--- src/rtl/rf_pkg.sv ---
// rtl/rf_pkg.sv - shared register-file widths and writeback request type
package rf_pkg;

  localparam int REG_BITS  = 32;
  localparam int ADDR_BITS = 5;

  typedef struct packed {
    logic [ADDR_BITS-1:0] addr;
    logic [REG_BITS-1:0]  data;
  } wb_req_t;

endpackage

--- src/rtl/rr_arbiter.sv ---
// rtl/rr_arbiter.sv - round-robin grant selection; search starts after the last granted requester
module rr_arbiter #(
  parameter int N = 2
) (
  input  logic         clk,
  input  logic         rst_n,
  input  logic [N-1:0] req,
  input  logic         advance,
  output logic [N-1:0] grant
);

  localparam int IdxW = $clog2(N);

  logic [IdxW-1:0] r_last;
  logic [IdxW-1:0] w_sel;
  logic            w_found;
  int              w_j;

  always_comb begin
    grant   = '0;
    w_sel   = r_last;
    w_found = 1'b0;
    w_j     = 0;
    for (int k = 1; k <= N; k++) begin
      w_j = int'(r_last) + k;
      if (w_j >= N) w_j = w_j - N;
      if (!w_found && req[w_j]) begin
        grant[w_j] = 1'b1;
        w_sel      = IdxW'(w_j);
        w_found    = 1'b1;
      end
    end
  end

  // Reset to N-1 so that requester 0 is searched first.
  always_ff @(posedge clk or negedge rst_n) begin
    if (!rst_n) begin
      r_last <= IdxW'(N - 1);
    end else if (advance) begin
      r_last <= w_sel;
    end
  end

endmodule

--- src/rtl/regfile_wb_arbiter.sv ---
// rtl/regfile_wb_arbiter.sv - round-robin writeback arbiter feeding a registered RF write port
// Optional read-port forwarding enabled by macro REGFILE_WB_BYPASS_EN.
module regfile_wb_arbiter
  import rf_pkg::*;
#(
  parameter int RegBits  = REG_BITS,
  parameter int AddrBits = ADDR_BITS,
  parameter int NumReq   = 2
) (
  input  logic                               clk_i,
  input  logic                               rst_i,
  input  logic                               stall_i,
  input  logic [NumReq-1:0]                  req_valid_i,
  output logic [NumReq-1:0]                  req_ready_o,
  input  logic [NumReq-1:0][AddrBits-1:0]    req_addr_i,
  input  logic [NumReq-1:0][RegBits-1:0]     req_data_i,
`ifdef REGFILE_WB_BYPASS_EN
  input  logic [AddrBits-1:0]                a1_i,
  input  logic [AddrBits-1:0]                a2_i,
  input  logic [RegBits-1:0]                 rd1_i,
  input  logic [RegBits-1:0]                 rd2_i,
  output logic [RegBits-1:0]                 rd1_o,
  output logic [RegBits-1:0]                 rd2_o,
`endif
  output logic                               we3_o,
  output logic [AddrBits-1:0]                a3_o,
  output logic [RegBits-1:0]                 wd3_o
);

  logic [NumReq-1:0] w_req;
  logic [NumReq-1:0] w_grant;
  logic              w_xfer;
  wb_req_t           w_sel;

  logic                r_we;
  logic [AddrBits-1:0] r_a3;
  logic [RegBits-1:0]  r_wd3;

  // Grants depend only on valid, stall and the pointer, never on payload.
  assign w_req       = stall_i ? '0 : req_valid_i;
  assign req_ready_o = w_grant;
  assign w_xfer      = |w_grant;

  rr_arbiter #(.N(NumReq)) u_rr (
    .clk     (clk_i),
    .rst_n   (rst_i),
    .req     (w_req),
    .advance (w_xfer),
    .grant   (w_grant)
  );

  always_comb begin
    w_sel = '0;
    for (int i = 0; i < NumReq; i++) begin
      if (w_grant[i]) begin
        w_sel.addr = ADDR_BITS'(req_addr_i[i]);
        w_sel.data = REG_BITS'(req_data_i[i]);
      end
    end
  end

  // Writes to register 0 are accepted but never reach the register file.
  always_ff @(posedge clk_i or negedge rst_i) begin
    if (!rst_i) begin
      r_we  <= 1'b0;
      r_a3  <= '0;
      r_wd3 <= '0;
    end else begin
      r_we <= w_xfer && (w_sel.addr != '0);
      if (w_xfer) begin
        r_a3  <= AddrBits'(w_sel.addr);
        r_wd3 <= RegBits'(w_sel.data);
      end
    end
  end

  assign we3_o = r_we;
  assign a3_o  = r_a3;
  assign wd3_o = r_wd3;

`ifdef REGFILE_WB_BYPASS_EN
  logic w_fwd1;
  logic w_fwd2;

  assign w_fwd1 = r_we && (r_a3 == a1_i) && (a1_i != '0);
  assign w_fwd2 = r_we && (r_a3 == a2_i) && (a2_i != '0);
  assign rd1_o  = w_fwd1 ? r_wd3 : rd1_i;
  assign rd2_o  = w_fwd2 ? r_wd3 : rd2_i;
`endif

endmodule

--- config.mk ---
export PLATFORM = sky130hd
export DESIGN_NAME = regfile_wb_arbiter
export DESIGN_NICKNAME = d
export VERILOG_FILES = /design/src/rtl/rf_pkg.sv /design/src/rtl/rr_arbiter.sv /design/src/rtl/regfile_wb_arbiter.sv
export SDC_FILE = /design/constraint.sdc
export NUM_CORES = 1
export LEC_CHECK = 0
export BUFFER_PORTS_ARGS = -buffer_cell sky130_fd_sc_hd__buf_4
export CAP_MARGIN = 20
export CORE_ASPECT_RATIO = 1.1
export CORE_MARGIN = 4
export CORE_UTILIZATION = 42
export DETAILED_ROUTE_END_ITERATION = 12
export PLACE_DENSITY = 0.9
export SETUP_SLACK_MARGIN = 0.5
export SKIP_CTS_REPAIR_TIMING = 1
export SLEW_MARGIN = 10
export SYNTH_ARGS = -nofsm -noshare
export SYNTH_HDL_FRONTEND = slang
export SYNTH_HIERARCHICAL = 1
export SYNTH_SLANG_ARGS = --single-unit
--- constraint.sdc ---
create_clock -name clk_i -period 1.8 [get_ports clk_i]
set_input_delay 0 -clock clk_i [delete_from_list [all_inputs] [get_ports clk_i]]
set_output_delay 0 -clock clk_i [all_outputs]
set_load 0.01 [all_outputs]
==> flow_summary.ini, run 1 <==
[layout]
layout_common_cells = buf_4, dlygate4sd3_1, o21ai_1
diodes = 0
nNetsFinal = 426
final_common_cell = buf_4
finalInstanceArea_um2 = 3560
drive_gt1_frac = 0.428
area_growth_syn_to_layout_pct = 94.4

[synthesis]
ys_ff_latch = 39
syn_inst = 176
yosysWarnings = 6
syn_avg_cell_area_um2 = 10.4
synth_area_leaders = dfrtp_1, mux2i_1, o21ai_1
netlist_area_um2 = 1830
synth_nets = 255
synth_top_cell_by_area = dfrtp_1
ys_types = 18
yosysTopAreaCellShare = 0.519
ys_seq_area_frac = 0.533

[sta]
tns_ns = 0
setup_viol = 0
final-hold-violation-count = 4
period_share = 0.856
skew_ns = 0.00961
period_minus_slack_ns = 1.54
hold_ws_ns = -0.00577
rsz0062_at_grt = true
fmax_mhz = 649
slew_headroom = 0.672
tightest_slew_ns = 0.492
slew_violations = 0

[power_and_ir_drop]
p_per_area_nw_per_um2 = 824
peakVddDrop_v = 0.000546
p_leak_nw = 1.67
finalPower_mw = 2.94

[min_path]
hold_class = in2reg

[clock_network]
clk_pin_slew_worst_paths_ns = 0.08
root_buffer = clkbuf_8
clk_latency_ns = 0.29
cts_buffers = 5
cts_max_level = 2
cts.sinks = 39
cts_tree = built
cts_buffer_depth = 2

[job]
maxCapViolations = 0

[routing]
drt_pass1_iterations = 4
dr.first_iter.drc_count = 138
routed_wl_um = 7500
via_per_inst = 5.23
avgRoutedWirePerCell_um = 18.8
drc = 0
num_vias = 2092
antenna_left = 0

[place]
dpl_cell_area_um2 = 2780
routabilityCongestion = 0.718
dp_hpwl_um = 3860
portBuffers = 118

[die]
die_h_um = 77.3
core_um2 = 4080
die_w_um = 71.0
io_pins = 119
die-area_um2 = 5480
rows = 24
start_util = 0.449

[setup_path]
worst_setup_path_start_kind = flip-flop
slowest_delay_ns = 0.56
crit_path_end_kind = flip-flop
cp_slowest_cell = dfstp_2
path_class = reg2reg
crit_buf_inv = 3
arrival_ns = 1.70
path_max_fanout = 5
path_cells = inv_2, a21boi_4, buf_6, clkbuf_16, mux2i_1, o21ai_1
cpLargestDelayFamily = flip-flops
crit_required_ns = 1.96

[run_status]
violations = negative hold slack
run_status = finished with violations

[global_route]
overflow = 0
grt_pass1_vias = 1757
grt_pass1_wl_um = 8030
antenna_found_initial = 0
grt_max_degree = 46
track_usage = 0.184
[cell usage after synthesis]
cell type / number
nand2_1: 37
or2_1: 1
a21boi_1: 1
nor2b_1: 2
or4_1: 2
a21oi_1: 1
buf_2: 5
buf_4: 2
a21boi_0: 1
dfstp_2: 1
dfrtp_1: 38
clkbuf_1: 4
mux2i_1: 37
a31oi_1: 1
buf_6: 1
o21ai_1: 40
inv_1: 1
buf_8: 1
[layer usage]
layer | track usage | routed length [um] | vias to the layer above
met3 | 0.0431 | 524 | 20
met5 | 0 | 0 | -
met1 | 0.222 | 2750 | 1000
met4 | 0.0489 | 211 | 0
met2 | 0.324 | 4020 | 121
li1 | - | - | 951
[final timing paths]
kind | depth (start not counted) | slack, ns | startpoint | end
setup / recovery | 6 | 0.26 | u_rr/r_last$_DFFE_PN1P_ | wd3_o[1]$_DFFE_PN0P_
hold / removal | 3 | -0.006 | req_data_i[21] | wd3_o[21]$_DFFE_PN0P_
setup reg to reg | 6 | 0.26 | u_rr/r_last$_DFFE_PN1P_ | wd3_o[1]$_DFFE_PN0P_
hold reg to reg | 2 | 0.56 | wd3_o[21]$_DFFE_PN0P_ | wd3_o[21]$_DFFE_PN0P_
max in group asynchronous | 2 | 1.20 | rst_i | u_rr/r_last$_DFFE_PN1P_
min in group asynchronous | 2 | 0.25 | rst_i | wd3_o[3]$_DFFE_PN0P_
[flip-flops by register name (all words and copies together) (netlist names)]
name         flops
wd3_o           32
a3_o             5
u_rr/r_last      1
we3_o            1
[stage by stage]
stage	util	worst slack, ns	cells
global route	0.872	0.207	400
CTS	0.709	0.238	345
floorplan	-	0.232	176
finish	0.872	0.259	400
detailed placement	0.680	0.248	337
global placement	0.680	0.322	337
[logic make-up after synthesis]
logic type / Yosys count / share of synthesized area
AOI/OAI and AO/OA: 44 / 0.124
and+or+nand+nor: 42 / 0.0943
DFF: 39 / 0.533
muxes: 37 / 0.202
buffers and inverters: 14 / 0.0464
[worst min-delay path, cell delays in order]
cell	delay (ns)
buf_4	0.08
mux2i_1	0.05
o21ai_1	0.11
[cell type report]
cell class | count | area [um2]
clock inverters | 2 | 35.0
flip-flops and latches | 39 | 977
multi-input cells | 123 | 815
well taps | 52 | 65.1
repair buffers | 177 | 1580
clock buffers | 6 | 82.6
fillers | 187 | 523
inverters | 1 | 3.75
[report_power, final]
part | switching (mW) | total, mW | internal (mW) | leakage [nW]
registers | 0.107 | 1.15 | 1.05 | 0.471
logic | 0.453 | 1.04 | 0.583 | 1.14
clock network | 0.298 | 0.746 | 0.449 | 0.0612
Note: power is estimated with default switching activity, not from simulation.
==> run 2, diff against run 1 <==
--- a/config.mk
+++ b/config.mk
@@ -9,9 +9,9 @@
 export CAP_MARGIN = 20
 export CORE_ASPECT_RATIO = 1.1
 export CORE_MARGIN = 4
-export CORE_UTILIZATION = 42
+export CORE_UTILIZATION = 45
 export DETAILED_ROUTE_END_ITERATION = 12
-export PLACE_DENSITY = 0.9
+export PLACE_DENSITY = 0.95
 export SETUP_SLACK_MARGIN = 0.5
 export SKIP_CTS_REPAIR_TIMING = 1
 export SLEW_MARGIN = 10
==> constraint.sdc (replaced) <==
create_clock -name clk_i -period 1.95 [get_ports clk_i]
set_input_delay 0 -clock clk_i [delete_from_list [all_inputs] [get_ports clk_i]]
set_output_delay 0 -clock clk_i [all_outputs]
set_load 0.01 [all_outputs]
==> flow_summary.ini, run 2 (synthesis gave the netlist of run 1 again) <==
[clock_network]
cts_buffers = 5
cts_tree = built
cts_buffer_depth = 2
clk_pin_slew_worst_paths_ns = 0.08
cts_max_level = 2
clk_latency_ns = 0.28
root_buffer = clkbuf_8
cts.sinks = 39

[power_and_ir_drop]
p_leak_nw = 1.61
p_per_area_nw_per_um2 = 778
peakVddDrop_v = 0.000607

[routing]
avgRoutedWirePerCell_um = 18.6
num_vias = 2086
antenna_left = 0
drt_pass1_iterations = 4
via_per_inst = 5.35
routed_wl_um = 7250
dr.first_iter.drc_count = 77
drc = 0

[run_status]
violations = negative hold slack
run_status = finished with violations

[layout]
final_common_cell = buf_4
drive_gt1_frac = 0.438
diodes = 0
layout_common_cells = buf_4, o21ai_1, dlygate4sd3_1
largest_reg_flops = 32
fin_util = 0.871
fillCellCount = 205
nNetsFinal = 416
area_growth_syn_to_layout_pct = 87.0

[sta]
slew_headroom = 0.671
setup_viol = 0
final-hold-violation-count = 1
finalWorstSetupSlack_ns = 0.245
fmax_mhz = 587
slew_violations = 0
tightest_slew_ns = 0.493
period_minus_slack_ns = 1.70
rsz0062_at_grt = true
hold_ws_ns = -0.000495
skew_ns = 0.00549
tns_ns = 0
period_share = 0.874

[die]
core_um2 = 3930
die_h_um = 74.9
rows = 24
io_pins = 119
start_util = 0.466
die-area_um2 = 5160
die_w_um = 68.8

[setup_path]
path_max_fanout = 5
crit_required_ns = 2.09
path_class = reg2reg
arrival_ns = 1.85
worst_setup_path_start_kind = flip-flop
reg2regPathDepth = 6
crit_path_end_kind = flip-flop

[global_route]
overflow = 0
antenna_found_initial = 0
track_usage = 0.195
grt_pass1_wl_um = 7610
grt_pass1_vias = 1755
grt_max_degree = 40

[min_path]
whs_path_depth = 3
hold_class = in2reg

[place]
dp_hpwl_um = 3920
dpl_worst_slack_ns = 0.389
portBuffers = 118
routabilityCongestion = 0.740

[job]
maxCapViolations = 0
==> run 2: worst max-delay path, cell delays in order (launching register included) <==
cell and delay (ns):
dfstp_2 0.59, inv_2 0.06, a21boi_4 0.23, buf_12 0.16, clkbuf_16 0.15, mux2i_1 0.26
o21ai_1 0.12
==> run 2: worst paths after layout <==
check / slack [ns] / end / start
max in group asynchronous: 1.33 / u_rr/r_last$_DFFE_PN1P_ / rst_i
worst min register to register: 0.56 / a3_o[4]$_DFFE_PN0P_ / a3_o[4]$_DFFE_PN0P_
worst max-delay path: 0.25 / wd3_o[14]$_DFFE_PN0P_ / u_rr/r_last$_DFFE_PN1P_
min in group asynchronous: 0.24 / wd3_o[1]$_DFFE_PN0P_ / rst_i
worst max register to register: 0.25 / wd3_o[14]$_DFFE_PN0P_ / u_rr/r_last$_DFFE_PN1P_
worst min-delay path: -0.0005 / wd3_o[24]$_DFFE_PN0P_ / req_data_i[24]
==> run 2: layout make-up <==
cell class	count	area, um2	area share
inverter	1	3.75	0.00110
timing repair buffer	167	1440	0.420
tap	52	65.1	0.0190
multi-input combinational	123	822	0.240
clock inverter	2	35.0	0.0102
clock buffer	6	82.6	0.0241
sequential	39	977	0.285
==> run 2: per-layer routing <==
layer  up-vias  track usage  share of wire
li1        926            -              -
met1      1010        0.204           0.32
met2       117        0.371           0.56
met3        33       0.0403          0.068
met4         0       0.0801          0.048
met5         -            0              0
==> run 2: metrics by stage <==
step                instances  area [um2]  hold slack (ns)  power [mW]
floorplan                 176        1840           -0.296        1.38
global route              390        3430          0.00697        2.79
finish                    390        3430        -0.000495        2.67
detailed placement        336        2760          0.00186        1.83
global placement          336        2760         -0.00983        1.79
CTS                       344        2880           -0.299        2.51
==> run 2: report_power, final <==
| group | total (mW) | internal (mW) | switching, mW |
|---|---|---|---|
| registers | 1.07 | 0.966 | 0.106 |
| logic | 0.905 | 0.505 | 0.400 |
| clock network | 0.688 | 0.414 | 0.274 |
